<file path="src/rtl/pipe_sub_32b.sv">
// Two-stage pipelined carry-select subtractor/comparator.
// Stage 1 subtracts the low half and records its borrow; stage 2 computes the
// high half for both borrow cases, selects one, and registers the result and
// the comparison flags. Valid/ready handshakes sit on both sides.
module pipe_sub_32b #(
  parameter int WIDTH = 32,
  parameter int LOW_W = 16
) (
  input  logic             clk,
  input  logic             rst_n,
  input  logic             in_valid,
  output logic             in_ready,
  input  logic [WIDTH-1:0] a,
  input  logic [WIDTH-1:0] b,
  input  logic             bin,
  output logic             out_valid,
  input  logic             out_ready,
  output logic [WIDTH-1:0] diff,
  output logic             bout,
  output logic             zero,
  output logic             neg,
  output logic             ovf,
  output logic             lt_s
);

  localparam int HI_W = WIDTH - LOW_W;

  // Stage 1 state
  logic             s1_valid_q, s1_valid_d;
  logic [LOW_W-1:0] lo_q, lo_d;
  logic             lo_borrow_q, lo_borrow_d;
  logic [HI_W-1:0]  a_hi_q, a_hi_d;
  logic [HI_W-1:0]  b_hi_q, b_hi_d;
  logic             a_msb_q, a_msb_d;
  logic             b_msb_q, b_msb_d;

  // Stage 2 state
  logic             s2_valid_q, s2_valid_d;
  logic [WIDTH-1:0] diff_q, diff_d;
  logic             bout_q, bout_d;
  logic             zero_q, zero_d;
  logic             neg_q, neg_d;
  logic             ovf_q, ovf_d;
  logic             lt_s_q, lt_s_d;

  logic s2_adv, s1_adv, accept;
  logic [LOW_W:0] lo_sum;
  logic [HI_W:0]  hi_base, hi0, hi1, hi_sel;
  logic [WIDTH-1:0] diff_new;

  // Handshake: a stage may take new data when it is empty or its contents move on.
  always_comb begin
    s2_adv   = !s2_valid_q || out_ready;
    s1_adv   = !s1_valid_q || s2_adv;
    in_ready = s1_adv;
    accept   = in_valid && s1_adv;
  end

  // Low-half subtraction as a + ~b + !bin; a missing carry means a borrow.
  always_comb begin
    lo_sum = {1'b0, a[LOW_W-1:0]} + {1'b0, ~b[LOW_W-1:0]} + {{LOW_W{1'b0}}, ~bin};
  end

  // Stage 1 next state: load only on accept, valid follows accept when advancing.
  always_comb begin
    s1_valid_d  = s1_valid_q;
    lo_d        = lo_q;
    lo_borrow_d = lo_borrow_q;
    a_hi_d      = a_hi_q;
    b_hi_d      = b_hi_q;
    a_msb_d     = a_msb_q;
    b_msb_d     = b_msb_q;
    if (s1_adv) begin
      s1_valid_d = accept;
    end
    if (accept) begin
      lo_d        = lo_sum[LOW_W-1:0];
      lo_borrow_d = !lo_sum[LOW_W];
      a_hi_d      = a[WIDTH-1:LOW_W];
      b_hi_d      = b[WIDTH-1:LOW_W];
      a_msb_d     = a[WIDTH-1];
      b_msb_d     = b[WIDTH-1];
    end
  end

  // High half for both borrow cases, selected by the low-half borrow.
  always_comb begin
    hi_base  = {1'b0, a_hi_q} + {1'b0, ~b_hi_q};
    hi0      = hi_base + {{HI_W{1'b0}}, 1'b1};
    hi1      = hi_base;
    hi_sel   = lo_borrow_q ? hi1 : hi0;
    diff_new = {hi_sel[HI_W-1:0], lo_q};
  end

  // Stage 2 next state: capture result and flags only when a valid stage-1 entry moves up.
  always_comb begin
    s2_valid_d = s2_valid_q;
    diff_d     = diff_q;
    bout_d     = bout_q;
    zero_d     = zero_q;
    neg_d      = neg_q;
    ovf_d      = ovf_q;
    lt_s_d     = lt_s_q;
    if (s2_adv) begin
      s2_valid_d = s1_valid_q;
    end
    if (s2_adv && s1_valid_q) begin
      diff_d = diff_new;
      bout_d = !hi_sel[HI_W];
      zero_d = (diff_new == '0);
      neg_d  = diff_new[WIDTH-1];
      ovf_d  = (a_msb_q != b_msb_q) && (diff_new[WIDTH-1] != a_msb_q);
      lt_s_d = diff_new[WIDTH-1] ^ ((a_msb_q != b_msb_q) && (diff_new[WIDTH-1] != a_msb_q));
    end
  end

  // Pipeline registers; reset clears valids and all data so nothing stale survives.
  always_ff @(posedge clk or negedge rst_n) begin
    if (!rst_n) begin
      s1_valid_q  <= 1'b0;
      lo_q        <= '0;
      lo_borrow_q <= 1'b0;
      a_hi_q      <= '0;
      b_hi_q      <= '0;
      a_msb_q     <= 1'b0;
      b_msb_q     <= 1'b0;
      s2_valid_q  <= 1'b0;
      diff_q      <= '0;
      bout_q      <= 1'b0;
      zero_q      <= 1'b0;
      neg_q       <= 1'b0;
      ovf_q       <= 1'b0;
      lt_s_q      <= 1'b0;
    end else begin
      s1_valid_q  <= s1_valid_d;
      lo_q        <= lo_d;
      lo_borrow_q <= lo_borrow_d;
      a_hi_q      <= a_hi_d;
      b_hi_q      <= b_hi_d;
      a_msb_q     <= a_msb_d;
      b_msb_q     <= b_msb_d;
      s2_valid_q  <= s2_valid_d;
      diff_q      <= diff_d;
      bout_q      <= bout_d;
      zero_q      <= zero_d;
      neg_q       <= neg_d;
      ovf_q       <= ovf_d;
      lt_s_q      <= lt_s_d;
    end
  end

  // Outputs come straight from stage-2 registers.
  always_comb begin
    out_valid = s2_valid_q;
    diff      = diff_q;
    bout      = bout_q;
    zero      = zero_q;
    neg       = neg_q;
    ovf       = ovf_q;
    lt_s      = lt_s_q;
  end

endmodule
</file>
<file path="config.mk">
export PLATFORM = sky130hd
export DESIGN_NAME = pipe_sub_32b
export DESIGN_NICKNAME = d
export VERILOG_FILES = /design/src/rtl/pipe_sub_32b.sv
export SDC_FILE = /design/constraint.sdc
export NUM_CORES = 1
export LEC_CHECK = 0
export ABC_AREA = 1
export BUFFER_PORTS_ARGS = -buffer_cell sky130_fd_sc_hd__buf_2
export CELL_PAD_IN_SITES_DETAIL_PLACEMENT = 0
export CELL_PAD_IN_SITES_GLOBAL_PLACEMENT = 2
export CORE_MARGIN = 10
export CORE_UTILIZATION = 34
export DETAILED_ROUTE_END_ITERATION = 8
export PLACE_DENSITY = 0.84
export SLEW_MARGIN = 15
export SYNTH_ARGS = -nofsm -noshare
export SYNTH_HDL_FRONTEND = slang
export SYNTH_SLANG_ARGS = --single-unit
</file>
<file path="constraint.sdc">
create_clock -name clk -period 5.9 [get_ports clk]
set_input_delay 0.59 -clock clk [delete_from_list [all_inputs] [get_ports clk]]
set_output_delay 0.59 -clock clk [all_outputs]
set_load 0.01 [all_outputs]
</file>
# --- Word-level counts from Yosys, hierarchy flattened ---
# Cells that the tools add are included.
word_totals:
  ff_bits: 90
  latch_bits: 0
  ramBits: 0
  rom_bits: 0
  input_bits: 69
  out_inout_bits: 39
  word_cells: 35
  mem_count: 0
classes:
  n_addsub: 4
  mul: 0
  n_div: 0
  magnitude_cmp: 0
  n_eq_ne: 2
  n_shift: 0
  n_mux: 1
  n_bitwise: 4
  reduce_logical: 10
ops:
  columns: ["cell", "count"]
  rows:
  - ["$add A16 B16 Y17", 2]
  - ["$logic_not A32 Y1", 1]
  - ["$not A16 Y16", 2]
  - ["$add A17 B1 Y17", 1]
  - ["$add A17 B1 Y17 const B", 1]
  - ["$mux W17", 1]
  - ["$logic_not A1 Y1", 4]
  - ["$logic_and A1 B1 Y1", 3]
  - ["$logic_or A1 B1 Y1", 2]
  - ["$ne A1 B1 Y1", 2]
  - ["$not A1 Y1", 1]
  - ["$xor A1 B1 Y1", 1]

# --- Depth between registers and ports, before layout ---
logic_depth:
  word_depth: 7
  mapped_depth: 21
  ltp_nobuf: 21

# --- Worst setup path before layout ---
# No wires, ideal clock.
synth_timing:
  path_type: "input port to flip-flop"
  start: "in a[0]"
  end: "reg lo_q[12]"
  setup_ps: 131
  t_arrival_ps: 2492
  t_required_ps: 5769
  path_slack_ps: 3277
  cell_stages: 10
  n_path_buf: 0
  cell_sequence: "inv_1 > fa_1 > fa_1 > o21ai_1 > a21oi_1 > o21ai_1 > a21boi_0 > o21bai_1 > xor2_1 > o21ai_1"
synth_via:
  elab_chain_len: 2
synth_lines:
  columns: ["item", "line", "rtl"]
  rows:
  - ["start, declared", "13", "input logic [WIDTH-1:0] a,"]
  - ["$add A16 B16 Y17", "61", "lo_sum = {1'b0, a[LOW_W-1:0]} + {1'b0, ~b[LOW_W-1:0]} + {{LOW_W{1'b0}}, ~bin};"]
  - ["$add A17 B1 Y17", "61", null]
  - ["end signal, assigned", "136", "lo_q <= lo_d;"]
  - ["end, declared", "30", "logic [LOW_W-1:0] lo_q, lo_d;"]
# No other way between the ends.
# A chain may end at the register's enable or synchronous reset.

# --- Worst setup path after layout ---
layout_timing:
  start: "reg b_hi_q[0]"
  end: "reg zero_q, in the netlist zero"
layout_via:
  elab_chain_len: 5
layout_lines:
  columns: ["item", "line", "rtl"]
  rows:
  - ["start, declared", "33", "logic [HI_W-1:0] b_hi_q, b_hi_d;"]
  - ["start signal, assigned", "139", "b_hi_q <= b_hi_d;"]
  - ["$not A16 Y16 (*)", "88", "hi_base = {1'b0, a_hi_q} + {1'b0, ~b_hi_q};"]
  - ["$add A16 B16 Y17 (*)", "88", null]
  - ["$add A17 B1 Y17", "89", "hi0 = hi_base + {{HI_W{1'b0}}, 1'b1};"]
  - ["$mux W17 (*)", "91", "hi_sel = lo_borrow_q ? hi1 : hi0;"]
  - ["$logic_not A32 Y1 (*)", "110", "zero_d = (diff_new == '0);"]
  - ["end signal, assigned", "145", "zero_q <= zero_d;"]
  - ["end, declared", "41", "logic zero_q, zero_d;"]
# Mark *: on every way between the ends. The rest lies on a longest branch, timed or not.

==> results.md <==
- DPL Wire Length: between 10000 and 15000 um
- Setup Crit Path Kind: register to register
- Area after DPL: 6550 sq um
- Core footprint: approximately 17000 sq um
- Seq pwr share: 0.332
- Crit-path max FO: 4
- DR WL met3: ~760 um
- Die X: 150 um
- Aggregate negative setup slack: 0 ns
- Power per cell area: 368 nW/um^2
- Relative slew slack: 0.343
- Final antenna-violating net count: 0
- CP Buf/Inv Count: 3
- Tmin final: 2.72 ns
- N_diodes: 0
- Largest area contributor in the netlist: dfrtp_1
- Initial antenna violation count: 0
- Setup violators final: 0
- Synthesized area per cell: between 7 and 8 sq um
- NetSw: roughly 1000 uW
- Vias: between 5000 and 6000
- Worst Tran Pin Value: roughly 1 ns
- Worst setup margin: about 3.2 ns
- Top post-synthesis cells by area: dfrtp_1 38%, nand2_1 18%, ha_1 6.9%
- Core Rows: between 40 and 50
- Final Cycle Share: 0.460
- Clk Latency, worst-skew pair: 0.35 ns
- Total GRT Usage: 0.137
- Nature of the critical path startpoint: register
- Internal: around 1500 uW
- Area growth from synthesis to layout: 18.6%
- Comb power frac: 0.436
- EDFF count, synth: 0
- CTS Root Cell: clkbuf_16
- Worst-case clock buffer depth: 2
- Worst Hold Class: input port to async pin
- GRT overflow: 0
- Total Power: around 2500 uW
- Total die area: between 20000 and 25000 sq um
- Port Buffer Count: roughly 110
- Metal1 wirelength: about 7500 um
- Crit path DAT: around 3.0 ns
- Clk network pwr share: 0.232
- Vias in the first global route: about 5100
- Drt pass-1 iters: 4
- Initial DRC Count: approximately 260
- Crit-path slowest cell: fa_1
- Pre-CTS setup slack: between 2 and 3 ns
- Share of cells above drive strength 1: 0.208
- Yosys cell types: 38
- Starting Density: 0.347
- Static leakage: approximately 0.0037 uW
- Clock slew at the register clock pins of the worst setup and hold paths: ~0.06 ns
- Post-route DRC: 0
- DR WL/cell: between 10 and 15 um
- Worst path required time: 6.19 ns
- Post-synth ARST share: 1.00
- Gate count after technology mapping: between 700 and 800
- Cts bufs inserted: 9
- Worst path top cell family by delay: simple AND/OR/NAND/NOR gates
- Peak Freq: 0.368 GHz
- Max-cap viol count: 0
- Post-CTS setup buffers: 0
- RSZ-0062 raised after global routing: no
- Mapped Nets: 900
- Final Hold Vio Count: 0
- Netlist Area Pre-Place: a little under 6000 sq um
- Hold buffer count at cts: 0
- Max layer used: met4
- Die Y: 150 um
- Critical path capture point type: register
- Most common cell on crit path: nor2_1
- IR drop worst, VDD: roughly 0.00017 V
- Layout Skew: 0.0125 ns
- I/O pin count: 108
- Sequential area share after synthesis: 0.377
- Clock sink count: 87
- Outcome: finished, final reports clean
- GPL Wtd Cong: around 0.8
- Resize count post-CTS: 0
- Total wire length: 15000 um
- H-tree levels: 3
- Largest net degree at the start of global routing: 65
- Yosys top cell area share: 0.377
- Most used DFF post-synth: dfrtp_1
- Crit-path max cell delay: 0.48 ns
- Via density per instance: ~4.5
- Met2 WL: about 6600 um
- Max-slew violation total from the final report: 0
- Post-synthesis register bit count: slightly below 90
- Final net count: 1005
- Sw Share: 0.415
- Cell Chain, Critical Path: inv_1 -> ha_1 -> inv_1 -> fa_1 -> inv_1 -> ha_1 -> nand2_1 -> nand3_1 -> nor2_1 -> nand2_1 -> nor2_1 -> nand3_1 -> nor2_1 -> nand3_1 -> nor2_1 -> nand3_1 -> nor2_1 -> nand2_1 -> nand2_1
- Final instance area: approximately 6800 sq um
- CTS tree: done
- Number of synthesis warnings: 0
- First-pass GRT wire length: around 25000 um
## through the flow
| stage | util | instances | hold slack (ns) |
|---|---|---|---|
| 6_report | 0.411 | 1126 | 0.167 |
| 5_1_grt | 0.411 | 1126 | 0.194 |
| 4_1_cts | 0.411 | 1126 | 0.181 |
| 3_5_place_dp | 0.394 | 1110 | 0.455 |
| 3_3_place_gp | 0.394 | 1110 | 0.450 |
| 2_1_floorplan | - | 796 | 0.294 |
## power groups by stage
| stage | Clock [uW] | Combinational, uW | Sequential [uW] |
|---|---|---|---|
| floorplan | 0 | 725 | 886 |
| finish | 586 | 1100 | 838 |
| global placement | 0 | 1110 | 845 |
| CTS | 603 | 1120 | 838 |
| detailed placement | 0 | 1120 | 848 |
| global route | 629 | 1270 | 857 |
## logic make-up (layout without fill, tap and decap cells)
| family | after synthesis | count (layout) | share of synthesized area |
|---|---|---|---|
| adders and majority gates | 35 | 35 | 0.0798 |
| xor gates and xnor gates | 10 | 10 | 0.0152 |
| and+or+nand+nor | 423 | 423 | 0.339 |
| buffers and inverters | 131 | 241 | 0.0858 |
| DFF | 87 | 87 | 0.377 |
| AOI/OAI and AO/OA | 110 | 110 | 0.103 |
## layout by cell type, fill, tap and decap left out, types with 2 or more instances in the layout
cell,count
a31oi_1,3
nand3_1,49
nor2_8,2
o22ai_1,5
inv_2,7
ha_1,32
nand3_2,11
nand3_4,3
o21ai_1,5
inv_1,106
nand2_1,270
buf_2,106
o21bai_1,6
fa_1,3
nand2_2,24
clkbuf_16,9
clkbuf_1,2
xnor2_1,3
nand4_1,7
nor2_1,40
nor3_1,2
a21boi_0,2
dfrtp_1,87
or2_2,2
o21ai_0,60
nor2_4,5
nor2_2,5
buf_4,5
a21oi_1,24
xor2_1,7
## cell type report
type                            count  area, sq um
Sequential cell                    87         2180
Fill cell                        1763         9790
Timing Repair Buffer              111          568
Tap cell                          220          275
Clock inverter                      4         52.6
Clock buffer                       12          246
Multi-Input combinational cell    578         3100
Inverter                          114          428
## synthesized netlist by cell type, types with 5 or more instances
master / number
a21oi_1: 24
inv_2: 7
nand3_2: 11
nand2_2: 24
o21ai_0: 60
clkbuf_1: 13
nor2_1: 40
nand4_1: 7
o22ai_1: 5
nand2_1: 270
ha_1: 32
xor2_1: 7
o21bai_1: 6
nor2_4: 5
nor2_2: 5
o21ai_1: 5
inv_1: 106
dfrtp_1: 87
nand3_1: 49
## sequential cells by signal (all words and copies together) (netlist names)
name / cells
s1_valid_q: 1
b_hi_q: 16
a_hi_q: 16
diff: 32
bout: 1
zero: 1
lo_borrow_q: 1
ovf: 1
out_valid: 1
lt_s: 1
lo_q: 16
## routing by layer
layer,vias up,track usage
li1,2728,-
met4,0,0.0394
met3,11,0.0336
met5,-,0
met2,91,0.210
met1,2280,0.187
## final timing paths
| path | cells past startpoint | slack, ns | startpoint | end |
|---|---|---|---|---|
| max in group asynchronous | 2 | 4.65 | rst_n | lo_q[15]$_DFFE_PN0P_ |
| min reg2reg | 2 | 0.47 | diff[12]$_DFFE_PN0P_ | diff[12]$_DFFE_PN0P_ |
| min in group clk | 3 | 0.43 | a[22] | a_hi_q[6]$_DFFE_PN0P_ |
| min | 1 | 0.17 | rst_n | a_hi_q[11]$_DFFE_PN0P_ |
| max reg2reg | 19 | 3.18 | b_hi_q[0]$_DFFE_PN0P_ | zero$_DFFE_PN0P_ |
| max | 19 | 3.18 | b_hi_q[0]$_DFFE_PN0P_ | zero$_DFFE_PN0P_ |
Note: power is estimated with default switching activity, not from simulation.
